`src/rtl/match_pkg.sv`:
```
// Shared types and helpers for the match controller: state encoding, win-counter
// width and the index-width helper.
package match_pkg;

  typedef enum logic [2:0] {
    ST_INTRO      = 3'd0,
    ST_FIGHT      = 3'd1,
    ST_ROUND_END  = 3'd2,
    ST_MATCH_OVER = 3'd3,
    ST_SUDDEN     = 3'd4
  } match_state_e;

  localparam int WIN_W = 4;

  function automatic int clog2(input int n);
    int w;
    w = 1;
    while ((1 << w) < n) begin
      w = w + 1;
    end
    return w;
  endfunction

endpackage

```
`src/rtl/match_controller_if.sv`:
```
// Game-side bundle of the match controller: tick/health/hold inputs and the
// round/match status outputs.
interface match_controller_if
  import match_pkg::*;
#(
  parameter int NUM_PLAYERS = 2,
  parameter int HP_W        = 9
);
  logic                         tick;
  logic [NUM_PLAYERS*HP_W-1:0]  health;
  logic                         hold_req;
  logic [2:0]                   state;
  logic [3:0]                   round_num;
  logic [NUM_PLAYERS*WIN_W-1:0] wins;
  logic [6:0]                   round_secs;
  logic [1:0]                   winner_idx;
  logic                         winner_valid;
  logic                         draw;
  logic                         freeze;
  logic                         round_rst;

  modport master (
    output tick, health, hold_req,
    input  state, round_num, wins, round_secs, winner_idx, winner_valid, draw, freeze, round_rst
  );

  modport slave (
    input  tick, health, hold_req,
    output state, round_num, wins, round_secs, winner_idx, winner_valid, draw, freeze, round_rst
  );
endinterface

```
`src/rtl/match_controller_hold_detect.sv`:
```
// Tick-counted hold detector: fires for one tick when hold_req has been high for
// HOLD_TICKS ticks, then saturates until hold_req drops.
module hold_detect #(
  parameter int HOLD_TICKS = 40
) (
  input  logic clk_i,
  input  logic rst_ni,
  input  logic tick_i,
  input  logic hold_req_i,
  output logic fire_o
);
  localparam int CW = $clog2(HOLD_TICKS + 1);
  localparam logic [CW-1:0] HOLD_MAX = CW'(HOLD_TICKS);

  logic [CW-1:0] cnt_q;
  logic [CW-1:0] cnt_d;

  // Next hold count: clear on release, count ticks, stick at the limit
  always_comb begin
    cnt_d = cnt_q;
    if (!hold_req_i) begin
      cnt_d = '0;
    end else if (tick_i && (cnt_q != HOLD_MAX)) begin
      cnt_d = cnt_q + {{(CW-1){1'b0}}, 1'b1};
    end else begin
      cnt_d = cnt_q;
    end
  end

  // The firing tick is the one that brings the count up to the limit
  assign fire_o = hold_req_i & tick_i & (cnt_q == (HOLD_MAX - {{(CW-1){1'b0}}, 1'b1}));

  // Hold count register
  always_ff @(posedge clk_i or negedge rst_ni) begin
    if (!rst_ni) begin
      cnt_q <= '0;
    end else begin
      cnt_q <= cnt_d;
    end
  end
endmodule

```
`src/rtl/match_controller.sv`:
```
// Round/match sequencer for NUM_PLAYERS fighters; all sequencing advances on tick.
// Define MATCH_SUDDEN_DEATH_EN to resolve timeout ties in a SUDDEN state instead of a draw.
module match_controller
  import match_pkg::*;
#(
  parameter int NUM_PLAYERS   = 2,
  parameter int HP_W          = 9,
  parameter int WINS_NEEDED   = 2,
  parameter int ROUND_SECS    = 60,
  parameter int TICKS_PER_SEC = 20,
  parameter int INTRO_TICKS   = 40,
  parameter int END_TICKS     = 60,
  parameter int HOLD_TICKS    = 40
) (
  input  logic             clk,
  input  logic             reset,
  match_controller_if.slave bus
);
  localparam int IDX_W    = clog2(NUM_PLAYERS);
  localparam int SPAN_A   = (INTRO_TICKS > END_TICKS) ? INTRO_TICKS : END_TICKS;
  localparam int CNT_SPAN = (SPAN_A > TICKS_PER_SEC) ? SPAN_A : TICKS_PER_SEC;
  localparam int CNT_W    = clog2(CNT_SPAN);
  localparam logic [6:0] SECS_INIT = 7'(ROUND_SECS);
  localparam logic [CNT_W-1:0] CNT_ONE = {{(CNT_W-1){1'b0}}, 1'b1};

  typedef struct packed {
    logic [2:0]       alive;
    logic [IDX_W-1:0] alive_idx;
    logic [IDX_W-1:0] max_idx;
    logic             max_unique;
  } health_eval_t;

  // Live-player count, last live player, and whether the top health is held by one player
  function automatic health_eval_t eval_health(input logic [NUM_PLAYERS*HP_W-1:0] h);
    health_eval_t   r;
    logic [HP_W-1:0] hp;
    logic [HP_W-1:0] best;
    r    = '0;
    best = '0;
    for (int p = 0; p < NUM_PLAYERS; p++) begin
      hp = h[p*HP_W +: HP_W];
      if (hp != '0) begin
        r.alive     = r.alive + 3'd1;
        r.alive_idx = IDX_W'(p);
      end
      if (hp > best) begin
        best         = hp;
        r.max_idx    = IDX_W'(p);
        r.max_unique = 1'b1;
      end else if (hp == best) begin
        r.max_unique = 1'b0;
      end
    end
    return r;
  endfunction

  match_state_e                      state_q, state_d;
  logic [CNT_W-1:0]                  cnt_q, cnt_d;
  logic [CNT_W-1:0]                  sec_cnt_q, sec_cnt_d;
  logic [6:0]                        round_secs_q, round_secs_d;
  logic [3:0]                        round_num_q, round_num_d;
  logic [NUM_PLAYERS-1:0][WIN_W-1:0] wins_q, wins_d;
  logic [IDX_W-1:0]                  winner_idx_q, winner_idx_d;
  logic                              winner_valid_q, winner_valid_d;
  logic                              draw_q, draw_d;
  logic                              freeze_q, freeze_d;
  logic                              round_rst_q, round_rst_d;

  health_eval_t     ev_s;
  logic             hold_fire_s;
  logic             leader_found_s;
  logic [IDX_W-1:0] leader_idx_s;
  logic [6:0]       secs_next_s;
  logic             end_round_s;
  logic             award_s;
  logic [IDX_W-1:0] award_idx_s;

  hold_detect #(.HOLD_TICKS(HOLD_TICKS)) u_hold (
    .clk_i      (clk),
    .rst_ni     (reset),
    .tick_i     (bus.tick),
    .hold_req_i (bus.hold_req),
    .fire_o     (hold_fire_s)
  );

  assign ev_s = eval_health(bus.health);

  // Lowest-indexed player that has reached the match target
  always_comb begin
    leader_found_s = 1'b0;
    leader_idx_s   = '0;
    for (int p = NUM_PLAYERS - 1; p >= 0; p--) begin
      if (wins_q[p] >= WIN_W'(WINS_NEEDED)) begin
        leader_found_s = 1'b1;
        leader_idx_s   = IDX_W'(p);
      end else begin
      end
    end
  end

  // Next-state and output logic
  always_comb begin
    state_d        = state_q;
    cnt_d          = cnt_q;
    sec_cnt_d      = sec_cnt_q;
    round_secs_d   = round_secs_q;
    round_num_d    = round_num_q;
    wins_d         = wins_q;
    winner_idx_d   = winner_idx_q;
    winner_valid_d = winner_valid_q;
    draw_d         = draw_q;
    freeze_d       = freeze_q;
    round_rst_d    = round_rst_q;
    secs_next_s    = round_secs_q;
    end_round_s    = 1'b0;
    award_s        = 1'b0;
    award_idx_s    = '0;

    if (hold_fire_s) begin
      state_d        = ST_INTRO;
      cnt_d          = '0;
      sec_cnt_d      = '0;
      round_secs_d   = SECS_INIT;
      round_num_d    = 4'd1;
      wins_d         = '0;
      winner_idx_d   = '0;
      winner_valid_d = 1'b0;
      draw_d         = 1'b0;
      freeze_d       = 1'b1;
      round_rst_d    = 1'b1;
    end else if (bus.tick) begin
      case (state_q)
        ST_INTRO: begin
          round_secs_d = SECS_INIT;
          if (cnt_q == CNT_W'(INTRO_TICKS - 1)) begin
            state_d     = ST_FIGHT;
            cnt_d       = '0;
            sec_cnt_d   = '0;
            freeze_d    = 1'b0;
            round_rst_d = 1'b0;
          end else begin
            cnt_d = cnt_q + CNT_ONE;
          end
        end
        ST_FIGHT: begin
          if (sec_cnt_q == CNT_W'(TICKS_PER_SEC - 1)) begin
            sec_cnt_d   = '0;
            secs_next_s = round_secs_q - 7'd1;
          end else begin
            sec_cnt_d = sec_cnt_q + CNT_ONE;
          end
          round_secs_d = secs_next_s;
          // KO outranks a timeout landing on the same tick
          if (ev_s.alive <= 3'd1) begin
            end_round_s = 1'b1;
            award_s     = (ev_s.alive == 3'd1);
            award_idx_s = ev_s.alive_idx;
          end else if (secs_next_s == 7'd0) begin
            if (ev_s.max_unique) begin
              end_round_s = 1'b1;
              award_s     = 1'b1;
              award_idx_s = ev_s.max_idx;
            end else begin
`ifdef MATCH_SUDDEN_DEATH_EN
              state_d = ST_SUDDEN;
`else
              end_round_s = 1'b1;
`endif
            end
          end else begin
            end_round_s = 1'b0;
          end
        end
`ifdef MATCH_SUDDEN_DEATH_EN
        ST_SUDDEN: begin
          round_secs_d = 7'd0;
          freeze_d     = 1'b0;
          if (ev_s.alive <= 3'd1) begin
            end_round_s = 1'b1;
            award_s     = (ev_s.alive == 3'd1);
            award_idx_s = ev_s.alive_idx;
          end else if (ev_s.max_unique) begin
            end_round_s = 1'b1;
            award_s     = 1'b1;
            award_idx_s = ev_s.max_idx;
          end else begin
            end_round_s = 1'b0;
          end
        end
`endif
        ST_ROUND_END: begin
          freeze_d    = 1'b1;
          round_rst_d = 1'b0;
          if (cnt_q == CNT_W'(END_TICKS - 1)) begin
            cnt_d = '0;
            if (leader_found_s) begin
              state_d        = ST_MATCH_OVER;
              winner_idx_d   = leader_idx_s;
              winner_valid_d = 1'b1;
            end else begin
              state_d        = ST_INTRO;
              round_num_d    = (round_num_q == 4'd15) ? 4'd15 : round_num_q + 4'd1;
              winner_valid_d = 1'b0;
              draw_d         = 1'b0;
              round_secs_d   = SECS_INIT;
              round_rst_d    = 1'b1;
            end
          end else begin
            cnt_d = cnt_q + CNT_ONE;
          end
        end
        ST_MATCH_OVER: begin
          freeze_d = 1'b1;
        end
        default: begin
          state_d      = ST_INTRO;
          cnt_d        = '0;
          round_secs_d = SECS_INIT;
          freeze_d     = 1'b1;
          round_rst_d  = 1'b1;
        end
      endcase

      if (end_round_s) begin
        state_d  = ST_ROUND_END;
        cnt_d    = '0;
        freeze_d = 1'b1;
        if (award_s) begin
          wins_d[award_idx_s] = (wins_q[award_idx_s] == 4'd15) ? 4'd15 : wins_q[award_idx_s] + 4'd1;
          winner_idx_d        = award_idx_s;
          winner_valid_d      = 1'b1;
          draw_d              = 1'b0;
        end else begin
          winner_valid_d = 1'b0;
          draw_d         = 1'b1;
        end
      end else begin
        state_d = state_d;
      end
    end else begin
      state_d = state_q;
    end
  end

  // State and output registers
  always_ff @(posedge clk or negedge reset) begin
    if (!reset) begin
      state_q        <= ST_INTRO;
      cnt_q          <= '0;
      sec_cnt_q      <= '0;
      round_secs_q   <= SECS_INIT;
      round_num_q    <= 4'd1;
      wins_q         <= '0;
      winner_idx_q   <= '0;
      winner_valid_q <= 1'b0;
      draw_q         <= 1'b0;
      freeze_q       <= 1'b1;
      round_rst_q    <= 1'b1;
    end else begin
      state_q        <= state_d;
      cnt_q          <= cnt_d;
      sec_cnt_q      <= sec_cnt_d;
      round_secs_q   <= round_secs_d;
      round_num_q    <= round_num_d;
      wins_q         <= wins_d;
      winner_idx_q   <= winner_idx_d;
      winner_valid_q <= winner_valid_d;
      draw_q         <= draw_d;
      freeze_q       <= freeze_d;
      round_rst_q    <= round_rst_d;
    end
  end

  assign bus.state        = state_q;
  assign bus.round_num    = round_num_q;
  assign bus.wins         = wins_q;
  assign bus.round_secs   = round_secs_q;
  assign bus.winner_idx   = 2'(winner_idx_q);
  assign bus.winner_valid = winner_valid_q;
  assign bus.draw         = draw_q;
  assign bus.freeze       = freeze_q;
  assign bus.round_rst    = round_rst_q;
endmodule

```
`src/flat_wrapper.sv`:
```
// flat-port wrapper written by rule: the top's interface ports become plain ports
module match_controller_flat import match_pkg::*;
#(
  parameter int NUM_PLAYERS   = 2,
  parameter int HP_W          = 9,
  parameter int WINS_NEEDED   = 2,
  parameter int ROUND_SECS    = 60,
  parameter int TICKS_PER_SEC = 20,
  parameter int INTRO_TICKS   = 40,
  parameter int END_TICKS     = 60,
  parameter int HOLD_TICKS    = 40
)
  (clk, reset, bus_tick, bus_health, bus_hold_req, bus_state, bus_round_num, bus_wins, bus_round_secs, bus_winner_idx, bus_winner_valid, bus_draw, bus_freeze, bus_round_rst);
  match_controller_if #(.NUM_PLAYERS(NUM_PLAYERS), .HP_W(HP_W)) bus_i ();
  input  logic clk;
  input  logic reset;
  input wire logic [$bits(bus_i.tick)-1:0] bus_tick;
  input wire logic [$bits(bus_i.health)-1:0] bus_health;
  input wire logic [$bits(bus_i.hold_req)-1:0] bus_hold_req;
  output wire logic [$bits(bus_i.state)-1:0] bus_state;
  output wire logic [$bits(bus_i.round_num)-1:0] bus_round_num;
  output wire logic [$bits(bus_i.wins)-1:0] bus_wins;
  output wire logic [$bits(bus_i.round_secs)-1:0] bus_round_secs;
  output wire logic [$bits(bus_i.winner_idx)-1:0] bus_winner_idx;
  output wire logic [$bits(bus_i.winner_valid)-1:0] bus_winner_valid;
  output wire logic [$bits(bus_i.draw)-1:0] bus_draw;
  output wire logic [$bits(bus_i.freeze)-1:0] bus_freeze;
  output wire logic [$bits(bus_i.round_rst)-1:0] bus_round_rst;
  assign bus_i.tick = bus_tick;
  assign bus_i.health = bus_health;
  assign bus_i.hold_req = bus_hold_req;
  assign bus_state = bus_i.state;
  assign bus_round_num = bus_i.round_num;
  assign bus_wins = bus_i.wins;
  assign bus_round_secs = bus_i.round_secs;
  assign bus_winner_idx = bus_i.winner_idx;
  assign bus_winner_valid = bus_i.winner_valid;
  assign bus_draw = bus_i.draw;
  assign bus_freeze = bus_i.freeze;
  assign bus_round_rst = bus_i.round_rst;
  match_controller #(.NUM_PLAYERS(NUM_PLAYERS), .HP_W(HP_W), .WINS_NEEDED(WINS_NEEDED), .ROUND_SECS(ROUND_SECS), .TICKS_PER_SEC(TICKS_PER_SEC), .INTRO_TICKS(INTRO_TICKS), .END_TICKS(END_TICKS), .HOLD_TICKS(HOLD_TICKS)) u_core (.clk(clk), .reset(reset), .bus(bus_i));
endmodule
```
`config.mk`:
```
export PLATFORM = sky130hd
export DESIGN_NAME = match_controller_flat
export DESIGN_NICKNAME = d
export VERILOG_FILES = /design/src/rtl/match_pkg.sv /design/src/rtl/match_controller_if.sv /design/src/rtl/match_controller_hold_detect.sv /design/src/rtl/match_controller.sv /design/src/flat_wrapper.sv
export SDC_FILE = /design/constraint.sdc
export NUM_CORES = 1
export LEC_CHECK = 0
export ABC_AREA = 1
export CAP_MARGIN = 5
export CORE_MARGIN = 2
export CORE_UTILIZATION = 40
export CTS_CLUSTER_DIAMETER = 60
export DETAILED_ROUTE_END_ITERATION = 16
export PLACE_DENSITY_LB_ADDON = 0.3
export SYNTH_ARGS = -nofsm -noshare
export SYNTH_HDL_FRONTEND = slang
export SYNTH_SLANG_ARGS = --single-unit
```
`constraint.sdc`:
```
create_clock -name clk -period 3.22 [get_ports clk]
set_input_delay 0.966 -clock clk [delete_from_list [all_inputs] [get_ports clk]]
set_output_delay 0.966 -clock clk [all_outputs]
set_load 0.05 [all_outputs]
```
After elaboration in Yosys (flattened, before gate mapping)
Cells that the tools add are included.
{ "totals": {"latch_bits": 0, "ram_bits": 0, "inputBits": 22, "reg_bits": 45, "rom_bits": 0, "output_inout_bits": 28, "mem_count": 0, "word_cells": 181} }
{ "classes": {"eq_ne": 24, "muxes": 103, "bitwise_logic": 2, "magnitude_cmp": 7, "div": 0, "mul": 0, "shifts": 0, "add_sub_neg": 7, "n_reduce_logical": 25} }
{ "ops": {"columns": ["operator", "count"], "rows": [
  ["2-to-1 mux 6 bit", 11],
  ["2-to-1 mux 7 bit", 8],
  ["2-to-1 mux 1 bit", 53],
  ["2-to-1 mux 4 bit", 11],
  ["2-to-1 mux 8 bit", 4],
  ["one-hot mux 7 bit (3 select lines)", 1],
  ["adder 6 x 1 -> 6 bit (second input constant)", 3],
  ["== test 6 bit (second input constant)", 3],
  ["one-hot mux 6 bit (3 select lines)", 1],
  ["nonzero test 9 bit", 2],
  ["AND reduction 4 bit", 4],
  ["2-to-1 mux 3 bit", 5],
  ["AND reduction 3 bit", 5],
  ["inequality test 3 x 1 -> 1 bit (second input constant)", 4],
  ["one-hot mux 6 bit (2 select lines)", 1],
  ["nonzero test 2 bit", 5],
  ["== test 9 bit", 1],
  ["greater-than comparator 9 x 1 -> 1 bit (second input constant)", 1],
  ["greater-than comparator 9 bit", 1],
  ["2-to-1 mux 9 bit", 1],
  ["one-hot mux 3 bit (3 select lines)", 1],
  ["nonzero test 3 bit", 3],
  ["adder 4 x 1 -> 4 bit (second input constant)", 2],
  ["bitwise mux 8 bit", 1],
  ["24 further kinds", 36]
]} }

Longest topological paths before layout
{ "depth": {"ltp_word": 20, "mapped_depth": 21, "ltp_nobuf": 21} }

Cells and area by module
Synthesis repeated with hierarchy kept, for this count alone.
{ "hier_totals": {"hier_cells": 432, "area_unflattened_um2": 3090.5} }
{ "modules_own_cells": {"columns": ["mod", "seq_area_each_um2", "n_inst", "cells_per_inst", "area_per_inst_um2"], "rows": [
  ["match_controller", 959.7, 1, 382, 2713.9],
  ["hold_detect", 150.1, 1, 50, 376.6]
]} }

Worst setup path after synthesis
OpenSTA, ideal clock, no wires.
{ "synth_timing": {"path_kind": "in2reg", "start": "in bus_health[1]", "end": "reg u_core.wins_q (netlist bit u_core.bus.wins[4])", "slack_ps": 243, "setup_ps": 118, "n_path_buf": 0, "path_stages": 16, "required_time_ps": 3102, "arrival_time_ps": 2859, "cell_sequence": "nor4_1 -> nand3_1 -> ha_1 -> inv_1 -> nand2_1 -> nand2_1 -> nand3_4 -> nand2_1 -> nand2_1 -> ha_1 -> nand3_1 -> clkinv_1 -> nand2_1 -> nand2_1 -> nand2_1 -> nand2_1"} }
{ "synth_between": {"elab_chain_cells": 20, "word_cells_on_any_way": 48, "classes_between": "add/sub: 2; order compare: 5; eq/ne: 3; mux: 33; reduce/logical: 5"} }
{ "synth_rtl": {"columns": ["item", "line_no", "text"], "rows": [
  ["start: declaration", "flat_wrapper.sv:18", "input wire logic [$bits(bus_i.health)-1:0] bus_health;"],
  ["parallel branches: the longest is 20 deep, another holds greater-than comparator 9 x 1 -> 1 bit", null, null],
  ["end signal: assignment", "match_controller.sv:265", "wins_q <= wins_d;"],
  ["end: declaration", "match_controller.sv:62", "logic [NUM_PLAYERS-1:0][WIN_W-1:0] wins_q, wins_d;"]
]} }
Parallel ways; which one is timed is not known. The select of a mux whose other input is x is not followed.
A chain may end at the register's enable or synchronous reset.

Final worst setup path
{ "layout_timing": {"start": "in bus_health[0]", "end": "reg u_core.wins_q (netlist bit u_core.bus.wins[6])"} }
Same word-level chain as after synthesis.

==> results by group <==
Clock network
  • H-tree levels: 2
  • Clock root buffer: clkbuf_8
  • CTS tree: yes
  • Hold_buf cts: 0
  • Num CTS Buffers: 5
  • Clock Sinks: 44
  • Clk_lat worst skew: roughly 0.3 ns
  • Deepest clock path buffer count: 2
  • Clock Pin Slew Worst Setup and Hold Paths: roughly 0.09 ns

Floorplan
  • Starting Density: a little over two fifths
  • Die Width: 91.7 um
  • Die H: ~92 um
  • Core Box Area: ~7400 um^2
  • Row cnt: 31
  • Die footprint: 8420 um^2
  • Top-Level Pins: 50

Finish
  • Share of cells above drive strength 1: 20.1%
  • Footprint of the multi-input gates: roughly 1800 um^2
  • Synth-to-Final Area Change: 34.4%
  • Nets@finish: roughly 540
  • Sequential cell area: between 1000 and 1500 um^2
  • Fin util: 56.1%
  • Antenna diodes: 0
  • Fill cells: 713

STA
  • Rel. slew slack: 57.0%
  • Final worst slack: about 0.15 ns
  • Slew at the pin closest to its max-slew limit: roughly 0.64 ns
  • Hold_ws: between 0.4 and 0.5 ns
  • Max Clock Skew: around 0.0066 ns
  • Fin. Hold Viols: 0
  • Minimum clock period: ~3.1 ns
  • Slew Viols, Final: 0
  • Total Neg Setup Slack: 0 ns
  • Fmax: around 330 MHz
  • Fin crit share: 95.5%
  • Setup Viol. Count Final: 0

Critical path
  • Startpoint Class: primary input
  • CP delay by family, top: simple AND/OR/NAND/NOR gates
  • Crit path kind: in2reg
  • Worst path cell trace: clkdlybuf4s50_1, nor4_2, nand3_1, ha_1, inv_2, nand2_1, nand2_4, nand3_4, buf_6, buf_4, nor4_4, nand3_1, nand2_1
  • CP endpoint kind: flop
  • Worst path buffer plus inverter count: 4
  • Crit-path max cell delay: around 0.44 ns
  • Arrival time worst endpoint: about 3.3 ns
  • Crit path required time: around 3.5 ns
  • Crit path max-delay cell type: clkdlybuf4s50_1
  • Critical path peak fanout: 5

Detailed routing
  • Vias per cell: between 5 and 6
  • Vias after detailed routing: between 3000 and 4000
  • Per-cell routed wire length: 12.6 um
  • DRT antenna net count: 0
  • DRC viols: 0
  • Drt pass-1 iters: 6
  • Drt initial violations: roughly 110
  • WL final: between 7 and 8 mm

Synth
  • Synth cell count leaders: nand2_1, inv_1, nor2_1
  • Sequential share of the synthesized area: a little over a third
  • Top cell type's share of synthesized area: between 30% and 40%
  • Top FF cell, synth: dfrtp_1
  • Mean Syn Cell Area: between 7 and 8 um^2
  • Fraction of registers with async set/reset: 100%
  • Area contributors post-synth: dfrtp_1, nand2_1, inv_1
  • Top-count cell post-synth: nand2_1
  • Yosys reg bits: between 40 and 50
  • Dominant cell type by area after synthesis: dfrtp_1
  • Synth Cell Area: 3080 um^2
  • Unique cell type count in the Yosys netlist: 40
  • Yosys warning total: 0
  • Syn Inst Count: roughly 420
  • EDFF count, synth: 0

Min path
  • HP Class: in2async

Run status
  • Status: complete, no violations

Power and ir drop
  • Worst-case vdd ir drop: 0.279 mV
  • Pleak: just over 2 nW
  • Power consumption: 2.17 mW
  • Pwr dens: 525 nW/um^2

GRT
  • Largest net degree at the start of global routing: 22
  • GRT Residual Overflow: 0
  • First-pass GRT wire length: 12.7 mm
  • Initial antenna violation count: 0
  • Number of global-route vias before repair: slightly below 3000
  • GRT Util Overall: 18.0%

Job
  • MaxCap Viol Count: 0

Placed design
  • Place WS: -0.398 ns
  • DP HPWL: ~5.7 mm
  • Port Buffers: 47
  • Routability-driven placement congestion ratio: between 0.8 and 0.9
state kept, by name (all words and copies together), names as in the netlist:
register and cells:
u_core.bus.state 2, u_core.bus.freeze 1, u_core.sec_cnt_q 6, u_core.bus.round_num 4, u_core.winner_idx_q 1, u_core.bus.round_secs 7, u_core.u_hold.cnt_q 6, u_core.cnt_q 6
u_core.bus.wins 8, u_core.bus.winner_valid 1, u_core.bus.draw 1, u_core.bus.round_rst 1
kinds of logic after synthesis:
family	after synthesis	share of synthesized area (%)
other	1	0.122
XOR/XNOR	3	0.853
AND/OR/NAND/NOR	214	32.5
adder cells (fa/ha/maj)	17	6.91
flip-flops	44	36.0
AO/OA/AOI/OAI	68	14.1
buffers and inverters	74	9.43
stage by stage:
stage	cell area, um^2	instances
finish	4140	602
global route	4140	602
CTS	3950	597
detailed placement	3840	589
global placement	3840	589
floorplan	3080	422
final cells by class:
class	count	area share, %
tap	99	2.99
timing repair buffer	78	17.8
sequential	44	26.8
clock inverter	2	0.847
clock buffer	6	1.75
inverter	69	6.26
multi-input combinational	304	43.5
worst paths after layout:
| check | depth (start not counted) | end | slack, ns | startpoint |
|---|---|---|---|---|
| worst max-delay path | 13 | u_core.bus.wins[6] | 0.15 | bus_health[0] |
| min in group clk | 2 | u_core.bus.freeze | 0.49 | u_core.bus.freeze |
| max in group asynchronous | 2 | u_core.bus.freeze | 2.20 | reset |
| worst max register to register | 16 | u_core.bus.wins[6] | 0.59 | u_core.bus.round_secs[0] |
| worst min register to register | 2 | u_core.bus.freeze | 0.49 | u_core.bus.freeze |
| worst min-delay path | 1 | u_core.bus.round_secs[6] | 0.48 | reset |
placed cells by master (no fill, tap or decap), drive strengths merged:
cell           Yosys  routed
o211ai             2       2
o31ai              1       1
ha                17      17
clkinv             2       2
nand4              7       7
o22ai              2       2
nor3              11      11
nand2            107     107
nor4               6       6
o21a               5       5
a21oi             24      24
bufinv             0       1
xor2               3       3
buf                4      32
o21ai             24      24
dfstp              7       7
nor2              49      49
inv               67      68
conb               1       2
a22oi              6       6
a2111oi            1       1
dlymetal6s2s       0      14
nand3             33      33
dfrtp             37      37
clkbuf             1       6
o2111ai            1       1
a211oi             1       1
clkdlybuf4s50      0      32
nor3b              1       1
a21boi             1       1
layer usage:
metal | share of wire [%] | track usage (%) | vias up
met3 | 2.7 | 3.29 | 11
met1 | 48 | 24.1 | 1470
met4 | 1.1 | 4.48 | 0
li1 | - | - | 1540
met5 | 0 | 0 | -
met2 | 48 | 30.3 | 56
power breakdown:
group          switching, mW  internal (mW)
logic                  0.630          0.348
clock network          0.195          0.231
registers              0.102          0.668
total                  0.927           1.25
repair_timing:
action	in CTS	in global routing
endpoints found under the setup margin	7	9
resized for setup	1	38
buffers inserted	0	5
pin swaps	0	13
worst register-to-register path, stage by stage (launching register included):
cell	delay, ns
dfrtp_1	0.41
inv_1	0.19
ha_1	0.27
nand2_1	0.09
nor2_2	0.14
nand2_1	0.06
nand2_1	0.06
nand2_1	0.07
nor2_1	0.14
nand2_2	0.11
nand2_4	0.10
nand3_4	0.11
buf_6	0.14
buf_4	0.14
nor4_4	0.37
nand3_1	0.13
nand2_1	0.08
Power figures use the tool's default switching activity.
